==> src/rtl/bus_pkg.sv <==
// Shared state encoding and parameter defaults for the serial bus arbiter.
package bus_pkg;

    typedef enum logic [2:0] {IDLE, SLVID, CONNECT, RELEASE} arb_state_t;

    localparam int N_SLAVE_DEF = 3;
    localparam int ID_BITS_DEF = 2;

endpackage

==> src/rtl/rr_arbiter2.sv <==
// Two-input round-robin pick: on a tie the master that did not own the bus last wins.
module rr_arbiter2 (
    input  logic       last_owner_i,
    input  logic [1:0] req_i,
    output logic [1:0] gnt_o,
    output logic       owner_o
);

    always_comb begin
        owner_o = 1'b0;
        if (req_i == 2'b11) begin
            owner_o = ~last_owner_i;
        end else if (req_i == 2'b10) begin
            owner_o = 1'b1;
        end
        gnt_o = 2'b00;
        if (req_i != 2'b00) begin
            gnt_o = owner_o ? 2'b10 : 2'b01;
        end
    end

endmodule

==> src/rtl/bus_arbiter.sv <==
// Two-master arbiter/router for the serial bus: grants one master, takes a serial slave ID,
// then wires the owner to that slave until the transaction ends.
//   state   | meaning
//   IDLE    | no owner; next request is granted on the following edge
//   SLVID   | owner shifts in the slave ID, LSB first
//   CONNECT | owner routed to the selected slave; timeout runs until SBSY is seen
//   RELEASE | grant dropped for one cycle, round-robin history updated
module bus_arbiter
    import bus_pkg::*;
#(
    parameter int N_SLAVE = N_SLAVE_DEF,
    parameter int ID_BITS = ID_BITS_DEF,
    parameter int TIMEOUT = 255
) (
    input  logic               CLK,
    input  logic               RSTN,
    input  logic [1:0]         M_REQ,
    output logic [1:0]         M_GNT,
    input  logic [1:0]         M_BUS_OUT,
    input  logic [1:0]         M_RW,
    output logic [1:0]         M_BUS_IN,
    output logic [1:0]         M_ACK,
    output logic [1:0]         M_SBSY,
    output logic [1:0]         M_ERR,
    output logic [N_SLAVE-1:0] AD_SEL,
    output logic               B_BUS_OUT,
    output logic               B_RW,
    input  logic [N_SLAVE-1:0] S_BUS_IN,
    input  logic [N_SLAVE-1:0] S_ACK,
    input  logic [N_SLAVE-1:0] S_SBSY
);

    localparam int TW = $clog2(TIMEOUT + 1);
    localparam int CW = (ID_BITS > 1) ? $clog2(ID_BITS) : 1;

    arb_state_t         state_q;
    logic [1:0]         gnt_q, err_q;
    logic               owner_q, last_owner_q, sbsy_seen_q;
    logic [ID_BITS-1:0] id_q, id_d;
    logic [CW-1:0]      bitcnt_q;
    logic [TW-1:0]      timer_q, timer_d;

    logic [1:0] rr_gnt, owner_oh;
    logic       rr_owner, connect, sel_bus_in, sel_ack, sel_sbsy;
    logic       slave_done, id_invalid, timed_out;

    rr_arbiter2 u_rr (
        .last_owner_i (last_owner_q),
        .req_i        (M_REQ),
        .gnt_o        (rr_gnt),
        .owner_o      (rr_owner)
    );

    always_comb begin
        id_d           = id_q;
        id_d[bitcnt_q] = M_BUS_OUT[owner_q];
    end

    assign id_invalid = (int'(id_d) >= N_SLAVE);
    assign timer_d    = timer_q + TW'(1);
    assign timed_out  = (timer_d == TW'(TIMEOUT));
    assign connect    = (state_q == CONNECT);
    assign owner_oh   = owner_q ? 2'b10 : 2'b01;
    assign slave_done = sbsy_seen_q & ~sel_sbsy;

    // AD_SEL stays combinational so it drops in the very cycle the slave goes idle again.
    always_comb begin
        sel_bus_in = 1'b0;
        sel_ack    = 1'b0;
        sel_sbsy   = 1'b0;
        AD_SEL     = '0;
        for (int s = 0; s < N_SLAVE; s++) begin
            if (id_q == ID_BITS'(s)) begin
                sel_bus_in = S_BUS_IN[s];
                sel_ack    = S_ACK[s];
                sel_sbsy   = S_SBSY[s];
                AD_SEL[s]  = connect & M_REQ[owner_q] & ~(sbsy_seen_q & ~S_SBSY[s]);
            end
        end
    end

    assign M_GNT     = gnt_q;
    assign M_ERR     = err_q;
    assign B_BUS_OUT = connect & M_BUS_OUT[owner_q];
    assign B_RW      = connect & M_RW[owner_q];
    assign M_BUS_IN  = (connect & sel_bus_in) ? owner_oh : 2'b00;
    assign M_ACK     = (connect & sel_ack)    ? owner_oh : 2'b00;
    assign M_SBSY    = (connect & sel_sbsy)   ? owner_oh : 2'b00;

    always_ff @(posedge CLK or negedge RSTN) begin
        if (!RSTN) begin
            state_q      <= IDLE;
            gnt_q        <= 2'b00;
            err_q        <= 2'b00;
            owner_q      <= 1'b0;
            last_owner_q <= 1'b1;
            id_q         <= '0;
            bitcnt_q     <= '0;
            sbsy_seen_q  <= 1'b0;
            timer_q      <= '0;
        end else begin
            err_q <= 2'b00;
            case (state_q)
                IDLE: begin
                    if (M_REQ != 2'b00) begin
                        gnt_q    <= rr_gnt;
                        owner_q  <= rr_owner;
                        id_q     <= '0;
                        bitcnt_q <= '0;
                        state_q  <= SLVID;
                    end
                end
                SLVID: begin
                    if (!M_REQ[owner_q]) begin
                        gnt_q   <= 2'b00;
                        state_q <= RELEASE;
                    end else begin
                        id_q <= id_d;
                        if (bitcnt_q == CW'(ID_BITS - 1)) begin
                            if (id_invalid) begin
                                err_q   <= owner_oh;
                                gnt_q   <= 2'b00;
                                state_q <= RELEASE;
                            end else begin
                                timer_q     <= '0;
                                sbsy_seen_q <= 1'b0;
                                state_q     <= CONNECT;
                            end
                        end else begin
                            bitcnt_q <= bitcnt_q + CW'(1);
                        end
                    end
                end
                CONNECT: begin
                    if (sel_sbsy) begin
                        sbsy_seen_q <= 1'b1;
                    end
                    if (!M_REQ[owner_q] || slave_done) begin
                        gnt_q   <= 2'b00;
                        state_q <= RELEASE;
                    end else if (!sbsy_seen_q && !sel_sbsy) begin
                        timer_q <= timer_d;
                        if (timed_out) begin
                            err_q   <= owner_oh;
                            gnt_q   <= 2'b00;
                            state_q <= RELEASE;
                        end
                    end
                end
                RELEASE: begin
                    last_owner_q <= owner_q;
                    sbsy_seen_q  <= 1'b0;
                    timer_q      <= '0;
                    state_q      <= IDLE;
                end
                default: state_q <= IDLE;
            endcase
        end
    end

endmodule

==> config.mk <==
export PLATFORM = sky130hd
export DESIGN_NAME = bus_arbiter
export DESIGN_NICKNAME = d
export VERILOG_FILES = /design/src/rtl/bus_pkg.sv /design/src/rtl/rr_arbiter2.sv /design/src/rtl/bus_arbiter.sv
export SDC_FILE = /design/constraint.sdc
export NUM_CORES = 1
export LEC_CHECK = 0
export CAP_MARGIN = 30
export CORE_UTILIZATION = 40
export DETAILED_ROUTE_END_ITERATION = 10
export GPL_ROUTABILITY_DRIVEN = 0
export PLACE_DENSITY = 0.72
export SYNTH_ARGS = -nofsm -noshare
export SYNTH_HDL_FRONTEND = slang
export SYNTH_SLANG_ARGS = --single-unit
==> constraint.sdc <==
create_clock -name CLK -period 2.2 [get_ports CLK]
set_input_delay 0.33 -clock CLK [delete_from_list [all_inputs] [get_ports CLK]]
set_output_delay 0.33 -clock CLK [all_outputs]
set_load 0.1 [all_outputs]
; ---- Word-level counts from Yosys, hierarchy flattened
; Index checks and enable logic that the tools add are counted.
; Widths: inputs -> output; s select.
[word_totals]
regBits = 21
inputBits = 17
output_inout_bits = 15
word_cells = 142
[classes]
n_addsub = 2
magnitude_cmp = 4
n_eq_ne = 19
muxes = 69
bitwise = 21
n_reduce_logical = 18
[ops]
columns = operator, count
row1 = $mux 2, 20
row2 = $mux 8, 5
row3 = $mux 1, 29
row4 = $pmux 8 s3, 1
row5 = $mux 3, 6
row6 = $and 1x1->1, 13
row7 = $reduce_and 6->1, 2
row8 = $ne 2x2->1 const B, 5
row9 = $pmux 3 s3, 1
row10 = $add 8x1->8 const B, 1
row11 = $eq 8x8->1 const B, 1
row12 = $not 1->1, 8
row13 = $pmux 2 s2, 2
row14 = $eq 2x2->1 const B, 3
row15 = $eq 3x2->1 const B, 2
row16 = $ne 3x1->1 const B, 2
row17 = $ne 3x3->1 const B, 2
row18 = $pmux 2 s3, 1
row19 = $reduce_bool 3->1, 2
row20 = $reduce_and 5->1, 1
row21 = $lt 1x2->1 const B, 2
row22 = $ne 2x1->1 const B, 2
row23 = $reduce_and 4->1, 1
row24 = $reduce_bool 2->1, 2
row25 = other kinds (16), 19

; ---- Longest topological paths before layout
[depth]
ltp_word = 10
mapped_depth = 9
depth_no_buf = 7

; ---- Cells and area by module
; A second synthesis with hierarchy kept.
[unflattened]
cells_unflattened = 175
hier_area_um2 = 1576.5
[modules_own_cells]
columns = mod, instances, cells_each, area_per_inst_um2, seq_area_each_um2
row1 = bus_arbiter, 1, 171, 1550.2, 501.7
row2 = rr_arbiter2, 1, 4, 26.3, 0.0

; ---- Worst setup path after synthesis
; No wires, ideal clock.
[synth_timing]
path_type = flip-flop to output port
startpoint = register owner_q
endpoint = output port AD_SEL[0]
t_arrival_ns = 2.888
path_slack_ns = -1.018
path_stages_with_launch = 5
path_buffers = 1
cell_sequence = dfrtp_1 buf_6 mux2_4 nand2_4 nor3_1
[synth_between]
elab_chain_len = 5
[synth_lines]
columns = item, line_no
row1 = "start, declared", bus_arbiter.sv:38  ; logic owner_q, last_owner_q, sbsy_seen_q;
row2 = "start signal, assigned", bus_arbiter.sv:107  ; owner_q <= rr_owner;
row3 = $mux 1 (not written as such) (2 in a row), bus_arbiter.sv:77  ; AD_SEL[s] = connect & M_REQ[owner_q] & ~(sbsy_seen_q & ~S_SBSY[s]);
row4 = $and 1x1->1 (2 in a row), bus_arbiter.sv:77
row5 = $mux 1, bus_arbiter.sv:73  ; if (id_q == ID_BITS'(s)) begin
row6 = "end, declared", bus_arbiter.sv:25  ; output logic [N_SLAVE-1:0] AD_SEL,
; No other way between the ends. The select of a mux whose other input is x is not followed.

; ---- Final worst setup path
[layout_timing]
startpoint = register owner_q
endpoint = output port B_BUS_OUT
[layout_between]
elab_chain_len = 3
[layout_lines]
columns = item, line_no
row1 = $mux 1 (not written as such) (2 in a row), bus_arbiter.sv:84  ; assign B_BUS_OUT = connect & M_BUS_OUT[owner_q];
row2 = $and 1x1->1, bus_arbiter.sv:84
row3 = "end, declared", bus_arbiter.sv:26  ; output logic B_BUS_OUT,
; No other way between the ends. The select of a mux whose other input is x is not followed.

==> flow_summary.html <==
<table>
<tr><th>Metric</th><th>Value</th></tr>
<tr><th colspan="2">Status</th></tr>
<tr><td>Outcome</td><td>finished, final reports clean</td></tr>
<tr><th colspan="2">Synthesis</th></tr>
<tr><td>Proportion of netlist area held by the largest area contributor</td><td>32.6%</td></tr>
<tr><td>Combinational family with the most area after synthesis</td><td>simple AND/OR/NAND/NOR gates</td></tr>
<tr><td>Avg Inst Size Synth</td><td>8.63 um^2</td></tr>
<tr><td>Async set-reset flop share out of synthesis</td><td>100%</td></tr>
<tr><td>Synthesized instance count</td><td>169</td></tr>
<tr><td>Synthesized-area fraction occupied by ao, oa, aoi and oai cells</td><td>20.4%</td></tr>
<tr><td>Number of warnings reported in the yosys synthesis log</td><td>0</td></tr>
<tr><td>Cells taking the most area after synthesis</td><td>sky130_fd_sc_hd__dfrtp_1 (33%), sky130_fd_sc_hd__ha_1 (6.0%), sky130_fd_sc_hd__nor2_1 (5.4%)</td></tr>
<tr><td>Syn Nets</td><td>193</td></tr>
<tr><td>Post-synthesis xor/xnor area fraction</td><td>2.40%</td></tr>
<tr><td>Simple-gate area share of the yosys netlist</td><td>20.9%</td></tr>
<tr><td>Largest area contributor in the synthesized netlist</td><td>sky130_fd_sc_hd__dfrtp_1</td></tr>
<tr><td>Cell area after technology mapping</td><td>1460 um^2</td></tr>
<tr><td>Post-Synth Adder-Cell Area</td><td>6.00%</td></tr>
<tr><td>Number of synthesized flops with an enable pin</td><td>0</td></tr>
<tr><td>Commonest register cell after synthesis</td><td>sky130_fd_sc_hd__dfrtp_1</td></tr>
<tr><td>Number of unique standard cell types used by synthesis</td><td>52</td></tr>
<tr><td>Mux contribution to synthesized area</td><td>8.32%</td></tr>
<tr><td>Proportion of synthesized chip area in sequential cells</td><td>34.4%</td></tr>
<tr><td>Post-synthesis sequential element count</td><td>20</td></tr>
<tr><th colspan="2">Worst setup path</th></tr>
<tr><td>CP Max Fanout</td><td>8</td></tr>
<tr><td>Source of the worst register-to-register timing path</td><td>timer_q[1]</td></tr>
<tr><td>CP startpoint kind</td><td>flip-flop</td></tr>
<tr><td>Worst endpoint required time</td><td>1.87 ns</td></tr>
<tr><td>Crit path max-delay family</td><td>flip-flops</td></tr>
<tr><td>Number of buffer and inverter instances along the worst setup path</td><td>2</td></tr>
<tr><td>Endpoint of the worst-slack reg-to-reg timing path</td><td>state_q[0]</td></tr>
<tr><td>Arrival time at the worst endpoint</td><td>1.78 ns</td></tr>
<tr><td>Sort of element at the end of the critical path</td><td>primary output</td></tr>
<tr><td>Setup slack of the worst register-to-register path</td><td>0.13 ns</td></tr>
<tr><td>Largest stage delay, worst path</td><td>0.57 ns</td></tr>
<tr><td>Critical path class</td><td>reg -&gt; out</td></tr>
<tr><td>Sequence of cells on the critical path</td><td>mux2i_2, buf_4, and2b_2, buf_12</td></tr>
<tr><td>Cell with the biggest individual delay on the critical path</td><td>sky130_fd_sc_hd__dfrtp_1</td></tr>
<tr><td>Depth of the worst register-to-register path</td><td>7</td></tr>
<tr><th colspan="2">Place</th></tr>
<tr><td>DPL Wire Length</td><td>2790 um</td></tr>
<tr><td>Placed Cells incl. Taps</td><td>248</td></tr>
<tr><td>IO Port Bufs</td><td>31</td></tr>
<tr><th colspan="2">GRT</th></tr>
<tr><td>First-pass GRT wire length</td><td>6110 um</td></tr>
<tr><td>Global route total overflow</td><td>0</td></tr>
<tr><td>Antenna violations before repair</td><td>0</td></tr>
<tr><td>GRT Overall Usage</td><td>19.5%</td></tr>
<tr><td>Maximum number of pins on one net before global-route repair</td><td>21</td></tr>
<tr><td>Vias in the first global route</td><td>1,347</td></tr>
<tr><th colspan="2">STA</th></tr>
<tr><td>Final Max Tran Viols</td><td>0</td></tr>
<tr><td>Max Clk Rate</td><td>475 MHz</td></tr>
<tr><td>Actual transition at the worst max-transition pin</td><td>0.379 ns</td></tr>
<tr><td>Final worst-path cycle share</td><td>95.7%</td></tr>
<tr><td>Minimum clock period</td><td>2.11 ns</td></tr>
<tr><td>Layout Skew</td><td>0.000799 ns</td></tr>
<tr><td>Setup total negative slack</td><td>0 ns</td></tr>
<tr><td>Final Hold Violating Endpoints</td><td>0</td></tr>
<tr><td>Final count of negative-setup-slack endpoints</td><td>0</td></tr>
<tr><td>Normalized max-slew margin</td><td>74.5%</td></tr>
<tr><td>Setup repair after global routing missed its margin</td><td>no</td></tr>
<tr><td>Worst-case hold slack</td><td>0.348 ns</td></tr>
<tr><th colspan="2">Floorplanning</th></tr>
<tr><td>Initial Utilization</td><td>42.7%</td></tr>
<tr><td>Die area</td><td>3890 um^2</td></tr>
<tr><td># rows</td><td>21</td></tr>
<tr><td>Die W</td><td>62.4 um</td></tr>
<tr><td>Height of the chip</td><td>62.4 um</td></tr>
<tr><td>Count of pins on the block boundary</td><td>32</td></tr>
<tr><td>CORE AREA</td><td>3420 um^2</td></tr>
<tr><th colspan="2">Clock network</th></tr>
<tr><td>CTS tree</td><td>yes</td></tr>
<tr><td>Cell at the root of the clock tree</td><td>sky130_fd_sc_hd__clkbuf_4</td></tr>
<tr><td>Number of hold buffers added after cts</td><td>0</td></tr>
<tr><td>TritonCTS buffer count</td><td>3</td></tr>
<tr><td>H-tree levels</td><td>1</td></tr>
<tr><td>CTS sink count</td><td>20</td></tr>
<tr><td>Clock Tree Buf Depth</td><td>2</td></tr>
<tr><td>CTS clock-pin slew for the worst setup and hold paths</td><td>0.12 ns</td></tr>
<tr><td>Clock insertion delay at the later pin of the skew report</td><td>0.30 ns</td></tr>
<tr><th colspan="2">Power</th></tr>
<tr><td>Power density over cell area</td><td>1290 nW/um^2</td></tr>
<tr><td>Sw Share</td><td>52.9%</td></tr>
<tr><td>Worst supply voltage drop on vdd</td><td>894 uV</td></tr>
<tr><td>Leakage component of the power</td><td>0.870 nW</td></tr>
<tr><td>Switch Pwr</td><td>1.38 mW</td></tr>
<tr><td>Share of total power in the clock network</td><td>8.5%</td></tr>
<tr><td>Part of the total power dissipated in combinational logic</td><td>68.2%</td></tr>
<tr><td>Power share of the sequential group</td><td>23.2%</td></tr>
<tr><td>Pint</td><td>1.23 mW</td></tr>
<tr><th colspan="2">Worst hold path</th></tr>
<tr><td>Min-Delay Path Class</td><td>in -&gt; async</td></tr>
<tr><th colspan="2">Detailed routing</th></tr>
<tr><td>Number of detailed-routing iterations run before antenna repair</td><td>4</td></tr>
<tr><td>Final routed wirelength across all metal layers</td><td>3550 um</td></tr>
<tr><td>Average via count per standard cell</td><td>5.32</td></tr>
<tr><td>Remaining DRCs</td><td>0</td></tr>
<tr><td>Starting DRC count in detailed routing</td><td>51</td></tr>
<tr><td>Average wire per standard cell</td><td>14.1 um</td></tr>
<tr><td>Routed Antenna Nets</td><td>0</td></tr>
<tr><td>Total via count after detailed routing</td><td>1,340</td></tr>
<tr><th colspan="2">Cells and area</th></tr>
<tr><td>Number of antenna diodes</td><td>0</td></tr>
<tr><td>Synthesis-to-layout area growth</td><td>37.8%</td></tr>
<tr><td>Share of post-route cells with drive strength above 1</td><td>24.8%</td></tr>
<tr><td>Number of cells in the finished layout apart from fillers</td><td>252</td></tr>
<tr><td>Count of nets after finishing</td><td>231</td></tr>
<tr><th colspan="2">Flow run</th></tr>
<tr><td>Max-cap violations</td><td>0</td></tr>
</table>
==> how the worst max path moves through the flow <==
stage,from,to,slack [ns],cells past startpoint
2_1_floorplan,id_q[0],M_SBSY[0],-0.35,5
3_3_place_gp,S_SBSY[1],timer_q[6],0.10,6
3_5_place_dp,S_SBSY[1],timer_q[6],0.03,6
4_1_cts,state_q[0],M_SBSY[0],0.08,6
5_1_grt,state_q[0],M_SBSY[0],0.000007,6
6_report,owner_q,B_BUS_OUT,0.09,4
==> Yosys cell counts, types with 2 or more instances <==
master                      number
sky130_fd_sc_hd__nor2_1         21
sky130_fd_sc_hd__dfrtp_1        19
sky130_fd_sc_hd__nand2_1        15
sky130_fd_sc_hd__inv_1          14
sky130_fd_sc_hd__o21ai_0        13
sky130_fd_sc_hd__ha_1            7
sky130_fd_sc_hd__mux2i_1         7
sky130_fd_sc_hd__nand3_1         6
sky130_fd_sc_hd__o21ai_1         5
sky130_fd_sc_hd__o31ai_1         5
sky130_fd_sc_hd__a21oi_1         4
sky130_fd_sc_hd__and3_1          3
sky130_fd_sc_hd__buf_6           3
sky130_fd_sc_hd__nor2b_1         3
sky130_fd_sc_hd__nor3_1          3
sky130_fd_sc_hd__buf_4           2
sky130_fd_sc_hd__o2bb2ai_1       2
sky130_fd_sc_hd__xnor2_1         2
sky130_fd_sc_hd__xor2_1          2
==> layout make-up <==
type | count | area, um^2
Clock buffer | 4 | 36.3
Multi-Input combinational cell | 128 | 882
Fill cell | 303 | 1410
Tap cell | 46 | 57.6
Timing Repair Buffer | 40 | 478
Inverter | 14 | 52.6
Sequential cell | 20 | 504
==> per-stage QoR <==
step	util [%]	area [um^2]	total power [mW]	setup WS, ns
floorplan	-	1490	1.88	-0.349
global placement	57.6	1970	2.33	0.101
detailed placement	57.6	1970	2.38	0.0264
CTS	58.7	2010	2.61	0.0827
global route	58.9	2010	2.77	0.00000711
finish	58.9	2010	2.60	0.0935
==> metal layers <==
layer,vias up,track usage (%),part of all wire (%)
met3,6,3.10,4.2
met2,40,32.3,48
met4,0,8.14,1.2
met5,-,0,0
li1,667,-,-
met1,627,25.2,47
==> logic make-up after synthesis <==
| group | Yosys count |
|---|---|
| buffers and inverters | 21 |
| XOR/XNOR | 4 |
| adder cells (fa/ha/maj) | 7 |
| multiplexers | 11 |
| AND/OR/NAND/NOR | 62 |
| flip-flops | 20 |
| AO/OA/AOI/OAI | 44 |
==> sequential cells by signal (all words and copies together) (netlist names) <==
signal        cells
M_ERR             2
M_GNT             2
bitcnt_q          1
id_q              2
last_owner_q      1
owner_q           1
sbsy_seen_q       1
state_q           2
timer_q           8
==> power by group through the flow <==
stage | clock network (mW) | logic [mW] | registers, mW
floorplan | 0 | 1.25 | 0.623
global placement | 0 | 1.73 | 0.599
detailed placement | 0 | 1.77 | 0.606
CTS | 0.225 | 1.78 | 0.601
global route | 0.239 | 1.91 | 0.620
finish | 0.221 | 1.78 | 0.605
==> layout by cell type (no fill, tap or decap), types with 6 or more instances in the layout <==
cell type,netlist,final
sky130_fd_sc_hd__nor2_1,21,16
sky130_fd_sc_hd__mux2i_1,7,7
sky130_fd_sc_hd__clkdlybuf4s50_1,0,16
sky130_fd_sc_hd__ha_1,7,7
sky130_fd_sc_hd__buf_4,2,13
sky130_fd_sc_hd__buf_12,0,11
sky130_fd_sc_hd__dfrtp_1,19,17
sky130_fd_sc_hd__inv_1,14,14
sky130_fd_sc_hd__nand3_1,6,6
sky130_fd_sc_hd__nand2_1,15,15
sky130_fd_sc_hd__o21ai_0,13,12
==> repair_timing <==
action,4_1_cts,5_1_grt
setup endpoints to repair,2,3
setup buffers,0,0
pin swaps,0,0
resized for setup,2,2
cloned,0,0
Power figures use the tool's default switching activity.
